==> src/rtl/apb_reg_pkg.sv <==
// Shared register-map constants and access-type decode for the APB register file.
package apb_reg_pkg;

  localparam int unsigned IDX_CTRL     = 0;
  localparam int unsigned IDX_STATUS   = 1;
  localparam int unsigned IDX_INT_STAT = 2;
  localparam int unsigned IDX_INT_EN   = 3;
  localparam int unsigned IDX_SCRATCH0 = 4;

  typedef enum logic [1:0] {
    ACC_RW,
    ACC_RO,
    ACC_W1C
  } acc_e;

  // Access behaviour of each word register; everything not listed is plain RW.
  function automatic acc_e reg_access(input int unsigned idx);
    case (idx)
      IDX_STATUS:   return ACC_RO;
      IDX_INT_STAT: return ACC_W1C;
      default:      return ACC_RW;
    endcase
  endfunction

endpackage

==> src/rtl/apb_reg_strobe_merge.sv <==
// Combinational byte-lane merge of write data into an existing register value.
// In w1c_mode a strobed lane clears the bits that are set in wdata instead of replacing them.
module apb_reg_strobe_merge #(
  parameter int unsigned DATA_WIDTH = 32,
  parameter int unsigned NBYTES     = DATA_WIDTH / 8
) (
  input  logic [DATA_WIDTH-1:0] old_val,
  input  logic [DATA_WIDTH-1:0] wdata,
  input  logic [NBYTES-1:0]     byte_strobe,
  input  logic                  w1c_mode,
  output logic [DATA_WIDTH-1:0] new_val
);

  // Per-lane replace or clear-on-one.
  always_comb begin
    new_val = old_val;
    for (int i = 0; i < NBYTES; i++) begin
      if (byte_strobe[i]) begin
        if (w1c_mode) begin
          new_val[i*8 +: 8] = old_val[i*8 +: 8] & ~wdata[i*8 +: 8];
        end else begin
          new_val[i*8 +: 8] = wdata[i*8 +: 8];
        end
      end
    end
  end

endmodule

==> src/rtl/apb_reg_file.sv <==
// Register file behind the APB slave front-end: CTRL, STATUS, INT_STAT, INT_EN and scratch
// registers, a one-cycle registered response, and a level interrupt.
module apb_reg_file
  import apb_reg_pkg::*;
#(
  parameter int unsigned           DATA_WIDTH = 32,
  parameter int unsigned           ADDR_WIDTH = 32,
  parameter int unsigned           NBYTES     = DATA_WIDTH / 8,
  parameter int unsigned           NUM_REGS   = 8,
  parameter logic [DATA_WIDTH-1:0] CTRL_RST   = '0
) (
  input  logic                  PCLK,
  input  logic                  PRESETn,
  input  logic [ADDR_WIDTH-1:0] addr,
  input  logic                  write_en,
  input  logic                  read_en,
  input  logic [NBYTES-1:0]     byte_strobe,
  input  logic [DATA_WIDTH-1:0] wdata,
  output logic [DATA_WIDTH-1:0] rdata,
  output logic                  rvalid,
  output logic                  err,
  input  logic [DATA_WIDTH-1:0] hw_status,
  input  logic [DATA_WIDTH-1:0] hw_event,
  output logic [DATA_WIDTH-1:0] ctrl_out,
  output logic                  irq
);

  localparam int unsigned LSB = $clog2(NBYTES);
  localparam int unsigned IW  = $clog2(NUM_REGS);

  logic [DATA_WIDTH-1:0] regs_q [NUM_REGS];
  logic [DATA_WIDTH-1:0] regs_d [NUM_REGS];

  logic [ADDR_WIDTH-1:0] idx;
  logic [IW-1:0]         sel;
  acc_e                  sel_type;
  logic                  misaligned, out_of_range, access;
  logic                  wr_ok, rd_ok, err_d;
  logic [DATA_WIDTH-1:0] merged, rdata_d;

  assign idx          = addr >> LSB;
  assign sel          = idx[IW-1:0];
  assign sel_type     = reg_access(32'(sel));
  // Mask form keeps the alignment check valid even for a single byte lane.
  assign misaligned   = (addr & ADDR_WIDTH'(NBYTES - 1)) != '0;
  assign out_of_range = idx >= ADDR_WIDTH'(NUM_REGS);
  assign access       = write_en | read_en;

  // Access legality; a simultaneous read is dropped and the write still goes through.
  always_comb begin
    wr_ok   = write_en & ~misaligned & ~out_of_range & (sel_type != ACC_RO);
    rd_ok   = read_en & ~write_en & ~misaligned & ~out_of_range;
    err_d   = access & (misaligned | out_of_range | (write_en & (sel_type == ACC_RO)) |
                        (write_en & read_en));
    rdata_d = rd_ok ? regs_q[sel] : '0;
  end

  apb_reg_strobe_merge #(
    .DATA_WIDTH (DATA_WIDTH),
    .NBYTES     (NBYTES)
  ) u_merge (
    .old_val     (regs_q[sel]),
    .wdata       (wdata),
    .byte_strobe (byte_strobe),
    .w1c_mode    (sel_type == ACC_W1C),
    .new_val     (merged)
  );

  // Next register state: bus write, then hardware status reload and event sets (set wins).
  always_comb begin
    for (int i = 0; i < NUM_REGS; i++) begin
      regs_d[i] = regs_q[i];
    end
    if (wr_ok) begin
      regs_d[sel] = merged;
    end
    regs_d[IDX_STATUS]   = hw_status;
    regs_d[IDX_INT_STAT] = regs_d[IDX_INT_STAT] | hw_event;
  end

  // Register storage.
  always_ff @(posedge PCLK or negedge PRESETn) begin
    if (!PRESETn) begin
      for (int i = 0; i < NUM_REGS; i++) begin
        regs_q[i] <= '0;
      end
      regs_q[IDX_CTRL] <= CTRL_RST;
    end else begin
      for (int i = 0; i < NUM_REGS; i++) begin
        regs_q[i] <= regs_d[i];
      end
    end
  end

  // One-cycle response and registered interrupt.
  always_ff @(posedge PCLK or negedge PRESETn) begin
    if (!PRESETn) begin
      rvalid <= 1'b0;
      err    <= 1'b0;
      rdata  <= '0;
      irq    <= 1'b0;
    end else begin
      rvalid <= access;
      err    <= err_d;
      rdata  <= rdata_d;
      irq    <= |(regs_q[IDX_INT_STAT] & regs_q[IDX_INT_EN]);
    end
  end

  assign ctrl_out = regs_q[IDX_CTRL];

endmodule

==> config.mk <==
export PLATFORM = sky130hd
export DESIGN_NAME = apb_reg_file
export DESIGN_NICKNAME = d
export VERILOG_FILES = /design/src/rtl/apb_reg_pkg.sv /design/src/rtl/apb_reg_strobe_merge.sv /design/src/rtl/apb_reg_file.sv
export SDC_FILE = /design/constraint.sdc
export NUM_CORES = 1
export LEC_CHECK = 0
export CAP_MARGIN = 20
export CORE_ASPECT_RATIO = 0.9
export CORE_UTILIZATION = 35
export CTS_CLUSTER_SIZE = 8
export DETAILED_ROUTE_END_ITERATION = 8
export DONT_BUFFER_PORTS = 1
export HOLD_SLACK_MARGIN = 0.12
export SKIP_CTS_REPAIR_TIMING = 1
export SYNTH_ARGS = -nofsm -noshare
export SYNTH_HDL_FRONTEND = slang
export SYNTH_SLANG_ARGS = --single-unit
==> constraint.sdc <==
create_clock -name PCLK -period 2.7 [get_ports PCLK]
set_clock_uncertainty 0.15 [all_clocks]
set_input_delay 0.405 -clock PCLK [delete_from_list [all_inputs] [get_ports PCLK]]
set_output_delay 0.405 -clock PCLK [all_outputs]
set_load 0.1 [all_outputs]
==> results of run 1 <==
-- power by group through the flow --
stage          registers (mW)  clock network [mW]  logic [mW]
6_report                 4.42                4.79       0.656
3_3_place_gp             4.49                   0       0.482
3_5_place_dp             4.49                   0       0.487
4_1_cts                  4.42                4.88       0.489
5_1_grt                  4.42                5.06       0.696
2_1_floorplan            4.48                   0       0.401
-- critical path, cell delays in order --
cell,delay [ns]
or3b_2,0.64
buf_4,0.29
nor4_4,0.21
buf_4,0.37
mux2i_1,0.25
dlygate4sd3_1,0.58
-- registers in the layout, indices dropped and copies added (netlist names) --
signal / flops
ctrl_out: 32
rvalid: 1
regs_q: 224
irq: 1
rdata: 32
err: 1
-- area by class of cell --
type	instances	share of cell area, %
antenna	4	0.0590
sequential	291	42.9
tap	532	3.92
inverter	31	0.685
timing repair buffer	180	10.1
multi-input combinational	871	35.7
clock inverter	3	0.346
clock buffer	44	6.36
-- per-stage QoR --
step	instance area [sq um]	hold slack (ns)	util (%)	cells	setup slack (ns)
5_1_grt	17000	-0.590	42.7	1955	0.274
2_1_floorplan	14200	-0.0406	-	1362	0.524
6_report	17000	-0.578	42.7	1956	0.0302
4_1_cts	15900	-0.595	40.1	1849	0.642
3_5_place_dp	14800	-0.0218	37.3	1802	0.391
3_3_place_gp	14800	-0.0278	37.3	1802	0.466
-- worst max path at each step --
stage,end,cells past startpoint
after global routing,regs_q[183],7
final,regs_q[178],6
after CTS,rdata[16],0
after detailed placement,regs_q[88],5
after floorplan,regs_q[180],6
after global placement,regs_q[93],5
-- cells in the mapped netlist, drive strengths merged (4+ instances only) --
cell type | instances | area, sq um
nand2 | 36 | 135
nand3 | 58 | 290
nand4 | 7 | 65.1
a21oi | 13 | 65.1
nor4 | 11 | 166
buf | 72 | 445
a41oi | 58 | 508
nor2b | 4 | 25.0
o21ai | 33 | 165
dfrtp | 291 | 7280
mux2i | 131 | 1310
a31oi | 320 | 2000
a22oi | 81 | 608
clkbuf | 97 | 364
a32oi | 29 | 254
nor3 | 4 | 20.0
inv | 31 | 116
nor2 | 72 | 270
-- layer usage --
metal  share of wire [%]  wire (microns)  vias up
met5               0.075              39        -
li1                    -               -     5429
met3                  12            6150      124
met4                 3.0            1580        6
met1                  41           21400     6362
met2                  44           23200      785
-- kinds of logic after synthesis --
family | after synthesis
AOI/OAI and AO/OA | 534
buffers and inverters | 200
DFF | 291
muxes | 131
and+or+nand+nor | 206
==> flow_metrics.env, run 1 <==
export IMPL_status="complete, but fails checks"
export IMPL_violations="hold timing"
export IMPL_finalMaxSlewViolations=0
export IMPL_drive_above_1_share_pct=10.5
export IMPL_final_hold_violation_count=291
export IMPL_setup_viol=0
export IMPL_top_usage_layer="met2"
export IMPL_syn_area_sq_um=14200
export IMPL_track_usage_pct=24.0
export IMPL_routedWlPerCell_microns=26.7
export IMPL_synth_fa_ha_area_share_pct=0
export IMPL_ir_drop_mv=0.409
export IMPL_crit_type="in2reg"
export IMPL_critPathMaxFanout=114
export IMPL_clockBufferDepth=3
export IMPL_fp_coreArea_sq_um=39700
export IMPL_multi_input_area_sq_um=6050
export IMPL_rr_worst_depth=5
export IMPL_syn_avg_cell_area_sq_um=10.4
export IMPL_viasPerCell=6.50
export IMPL_final_common_cell="a31oi_1"
export IMPL_swShare_pct=23.4
export IMPL_die_h_microns=193
export IMPL_seqPwrFrac_pct=44.8
export IMPL_cts_root_buf="clkbuf_16"
export IMPL_ff_latch_area_sq_um=7280
export IMPL_synth_compound_area_share_pct=25.4
export IMPL_nFillCells=3783
export IMPL_die_x_microns=214
export IMPL_p_sw_mw=2.31
export IMPL_p_per_area_nw_per_um2=581
export IMPL_port_buffers=0
export IMPL_clkLatencyLatePin_ns=0.55
export IMPL_p_total_mw=9.86
export IMPL_yosys_warnings=0
export IMPL_p_clk_share_pct=48.5
export IMPL_tritoncts="yes"
export IMPL_rr_startpoint="regs_q[183]"
export IMPL_route_detailed_drc=0
export IMPL_grt_max_degree=292
export IMPL_cap_viol_max_count=0
export IMPL_synth_top_family_by_area="compound AO/OA/AOI/OAI gates"
export IMPL_synth_enable_flop_cells=0
export IMPL_start_util_pct=35.7
export IMPL_r2r_end="regs_q[183]"
export IMPL_holdCritPathClass="in2async"
export IMPL_synth_xor_area_share_pct=0
export IMPL_num_vias=12706
export IMPL_nets=1553
export IMPL_gp_congestion=0.852
export IMPL_met1_usage_pct=32.3
export IMPL_min_period_ns=2.67
export IMPL_p_comb_share_pct=6.7
export IMPL_dr_pass1_iters=6
export IMPL_synthCells=1362
export IMPL_cp_start_kind="input port"
export IMPL_rsz0062_at_grt="no"
export IMPL_critPathArrivalTime_ns=2.99
export IMPL_cts_buffers=42
export IMPL_period_share_pct=98.9
export IMPL_met2_usage_pct=35.8
export IMPL_num_rows=69
export IMPL_grt_ovfl_total=0
export IMPL_grt_pass1_vias=11804
export IMPL_synth_cell_types=34
export IMPL_grt_use_met3_pct=8.63
export IMPL_mostFrequentLayoutCells="a31oi_1 (320), dfrtp_1 (291), mux2i_1 (131)"
export IMPL_max_slew_margin_pct=40.0
export IMPL_synth_async_reset_ratio_pct=100
export IMPL_syn2layout_area_growth_pct=19.6
export IMPL_end_kind="flip-flop"
export IMPL_cp_startpoint="addr[2]"
export IMPL_cp_required_ns=3.02
export IMPL_whs_ns=-0.578
export IMPL_grt_first_pass_wirelength_mm=76.0
export IMPL_synth_simple_area_share_pct=7.55
export IMPL_syn_num_nets=1498
export IMPL_path_clk_slew_ns=0.05
export IMPL_rrSetupSlack_ns=0.70
export IMPL_io_pins=203
export IMPL_fin_setup_tns_ns=0
export IMPL_cts_sinks=291
export IMPL_ys_seq_area_share_pct=51.3
export IMPL_die_area_sq_um=41400
export IMPL_htree_levels=2
export IMPL_detail_route_iter0_violations=1777
export IMPL_clock_fmax_ghz=0.375
export IMPL_synthFlopType="dfrtp_1"
export IMPL_worst_pin_slew_ns=0.901
export IMPL_routed_wl_mm=52.3
export IMPL_antenna_found_initial=7
export IMPL_synthMuxAreaShare_pct=9.24
export IMPL_internal_power_mw=7.55
export IMPL_leakage_nw=7.33
export IMPL_synth_seq_cells=291
export IMPL_dp_hpwl_mm=31.2
export IMPL_ant_nets=0
Power figures use the tool's default switching activity.
==> run 2, diff against run 1 <==
==> constraint.sdc (replaced) <==
create_clock -name PCLK -period 2.7 [get_ports PCLK]
set_clock_uncertainty 0.15 [all_clocks]
set_input_delay 0.135 -clock PCLK [delete_from_list [all_inputs] [get_ports PCLK]]
set_output_delay 0.135 -clock PCLK [all_outputs]
set_load 0.1 [all_outputs]
==> flow_metrics.env, run 2 (synthesized netlist as in run 1, its figures left out) <==
export IMPL_leakage_nw=7.95
export IMPL_finalMaxSlewViolations=0
export IMPL_ff_latch_area_sq_um=7280
export IMPL_violations="hold timing"
export IMPL_rr_startpoint="ctrl_out[30]"
export IMPL_max_slew_margin_pct=37.5
export IMPL_cp_required_ns=3.02
export IMPL_p_per_area_nw_per_um2=537
export IMPL_critPathArrivalTime_ns=2.99
export IMPL_track_usage_pct=24.4
export IMPL_die_h_microns=193
export IMPL_whs_ns=-0.842
export IMPL_critPathMaxFanout=30
export IMPL_worst_slack_ns=0.0278
export IMPL_start_util_pct=35.7
export IMPL_rrSetupSlack_ns=0.09
export IMPL_routedWlPerCell_microns=26.2
export IMPL_post_place_ws_ns=0.519
export IMPL_detail_route_iter0_violations=1817
export IMPL_num_vias=13583
export IMPL_final_area_sq_um=18700
export IMPL_crit_type="in2reg"
export IMPL_antenna_found_initial=7
export IMPL_min_period_ns=2.67
export IMPL_mostFrequentLayoutCells="a31oi_1 (320), dfrtp_1 (291), dlygate4sd3_1 (266)"
export IMPL_num_rows=69
export IMPL_top_register="regs_q"
export IMPL_period_share_pct=99.0
export IMPL_multi_input_area_sq_um=6050
export IMPL_final_hold_violation_count=291
export IMPL_syn2layout_area_growth_pct=31.8
export IMPL_final_common_cell="a31oi_1"
export IMPL_nets=1723
export IMPL_largest_reg_flops=224
export IMPL_rr_worst_depth=6
export IMPL_grt_max_degree=292
export IMPL_io_pins=203
export IMPL_path_clk_slew_ns=0.05
export IMPL_end_kind="flip-flop"
export IMPL_die_x_microns=214
export IMPL_placed_area_sq_um=14800
export IMPL_cap_viol_max_count=0
export IMPL_routed_wl_mm=55.7
export IMPL_viasPerCell=6.39
export IMPL_p_total_mw=10.1
export IMPL_cts_sinks=291
export IMPL_cts_buffers=42
export IMPL_ant_nets=0
export IMPL_worst_pin_slew_ns=0.938
export IMPL_setup_viol=0
export IMPL_clockBufferDepth=3
export IMPL_status="complete, but fails checks"
export IMPL_route_detailed_drc=0
export IMPL_gp_congestion=0.837
export IMPL_htree_levels=2
export IMPL_cts_root_buf="clkbuf_16"
export IMPL_grt_first_pass_wirelength_mm=77.3
export IMPL_port_buffers=0
export IMPL_r2r_end="regs_q[190]"
export IMPL_fp_coreArea_sq_um=39700
export IMPL_grt_ovfl_total=0
export IMPL_nFillCells=3606
export IMPL_die_area_sq_um=41400
export IMPL_clock_fmax_ghz=0.374
export IMPL_dp_hpwl_mm=32.4
export IMPL_drive_above_1_share_pct=9.81
export IMPL_tritoncts="yes"
export IMPL_grt_pass1_vias=11887
export IMPL_ir_drop_mv=0.394
export IMPL_crit_end="regs_q[185]"
export IMPL_cp_start_kind="input port"
export IMPL_clkLatencyLatePin_ns=0.54
export IMPL_cp_startpoint="addr[3]"
export IMPL_holdCritPathClass="in2async"
export IMPL_dr_pass1_iters=6
-- run 2: area by class of cell --
class / instances / share of cell area, %
flip-flops and latches: 291 / 38.9
multi-input cells: 871 / 32.4
repair buffers: 350 / 18.5
clock buffers: 43 / 5.64
well taps: 532 / 3.56
inverters: 31 / 0.622
clock inverters: 4 / 0.341
diodes: 5 / 0.0669
-- run 2: worst max-delay path: stages --
cell and delay (ns):
dlygate4sd3_1 0.59, buf_12 0.25, nor2b_2 0.11, buf_4 0.22, a22oi_1 0.39, nand3_1 0.41
a32oi_1 0.30, dlygate4sd3_1 0.57
-- run 2: metal layers --
| metal | vias to the layer above | global-route usage (%) | share of wire (%) |
|---|---|---|---|
| li1 | 5767 | - | - |
| met1 | 6879 | 33.6 | 42 |
| met2 | 816 | 36.6 | 44 |
| met3 | 117 | 7.47 | 10 |
| met4 | 4 | 7.75 | 3.0 |
| met5 | - | 0 | 0.029 |
-- run 2: report_power, final --
group,switching (mW),internal [mW],leakage [nW],total [mW]
combinational,0.484,0.387,3.58,0.871
sequential,0.0228,4.40,3.82,4.42
clock,1.92,2.84,0.549,4.76
-- run 2: how the worst min path moves through the flow --
stage	start	slack (ns)	to	cells past startpoint
final	PRESETn	-0.84	rvalid	0
after global routing	PRESETn	-0.86	rvalid	0
after CTS	PRESETn	-0.86	regs_q[215]	0
after detailed placement	PRESETn	-0.29	rdata[31]	0
after global placement	PRESETn	-0.29	rdata[31]	0
after floorplan	PRESETn	-0.31	ctrl_out[0]	0
-- run 2: metrics by stage --
step                      cells  setup TNS (ns)  util, %
after floorplan            1362               0        -
after global placement     1806               0     37.4
after detailed placement   1806               0     37.4
after CTS                  1853               0     40.2
after global routing       2125         -0.0229     47.1
final                      2127               0     47.1
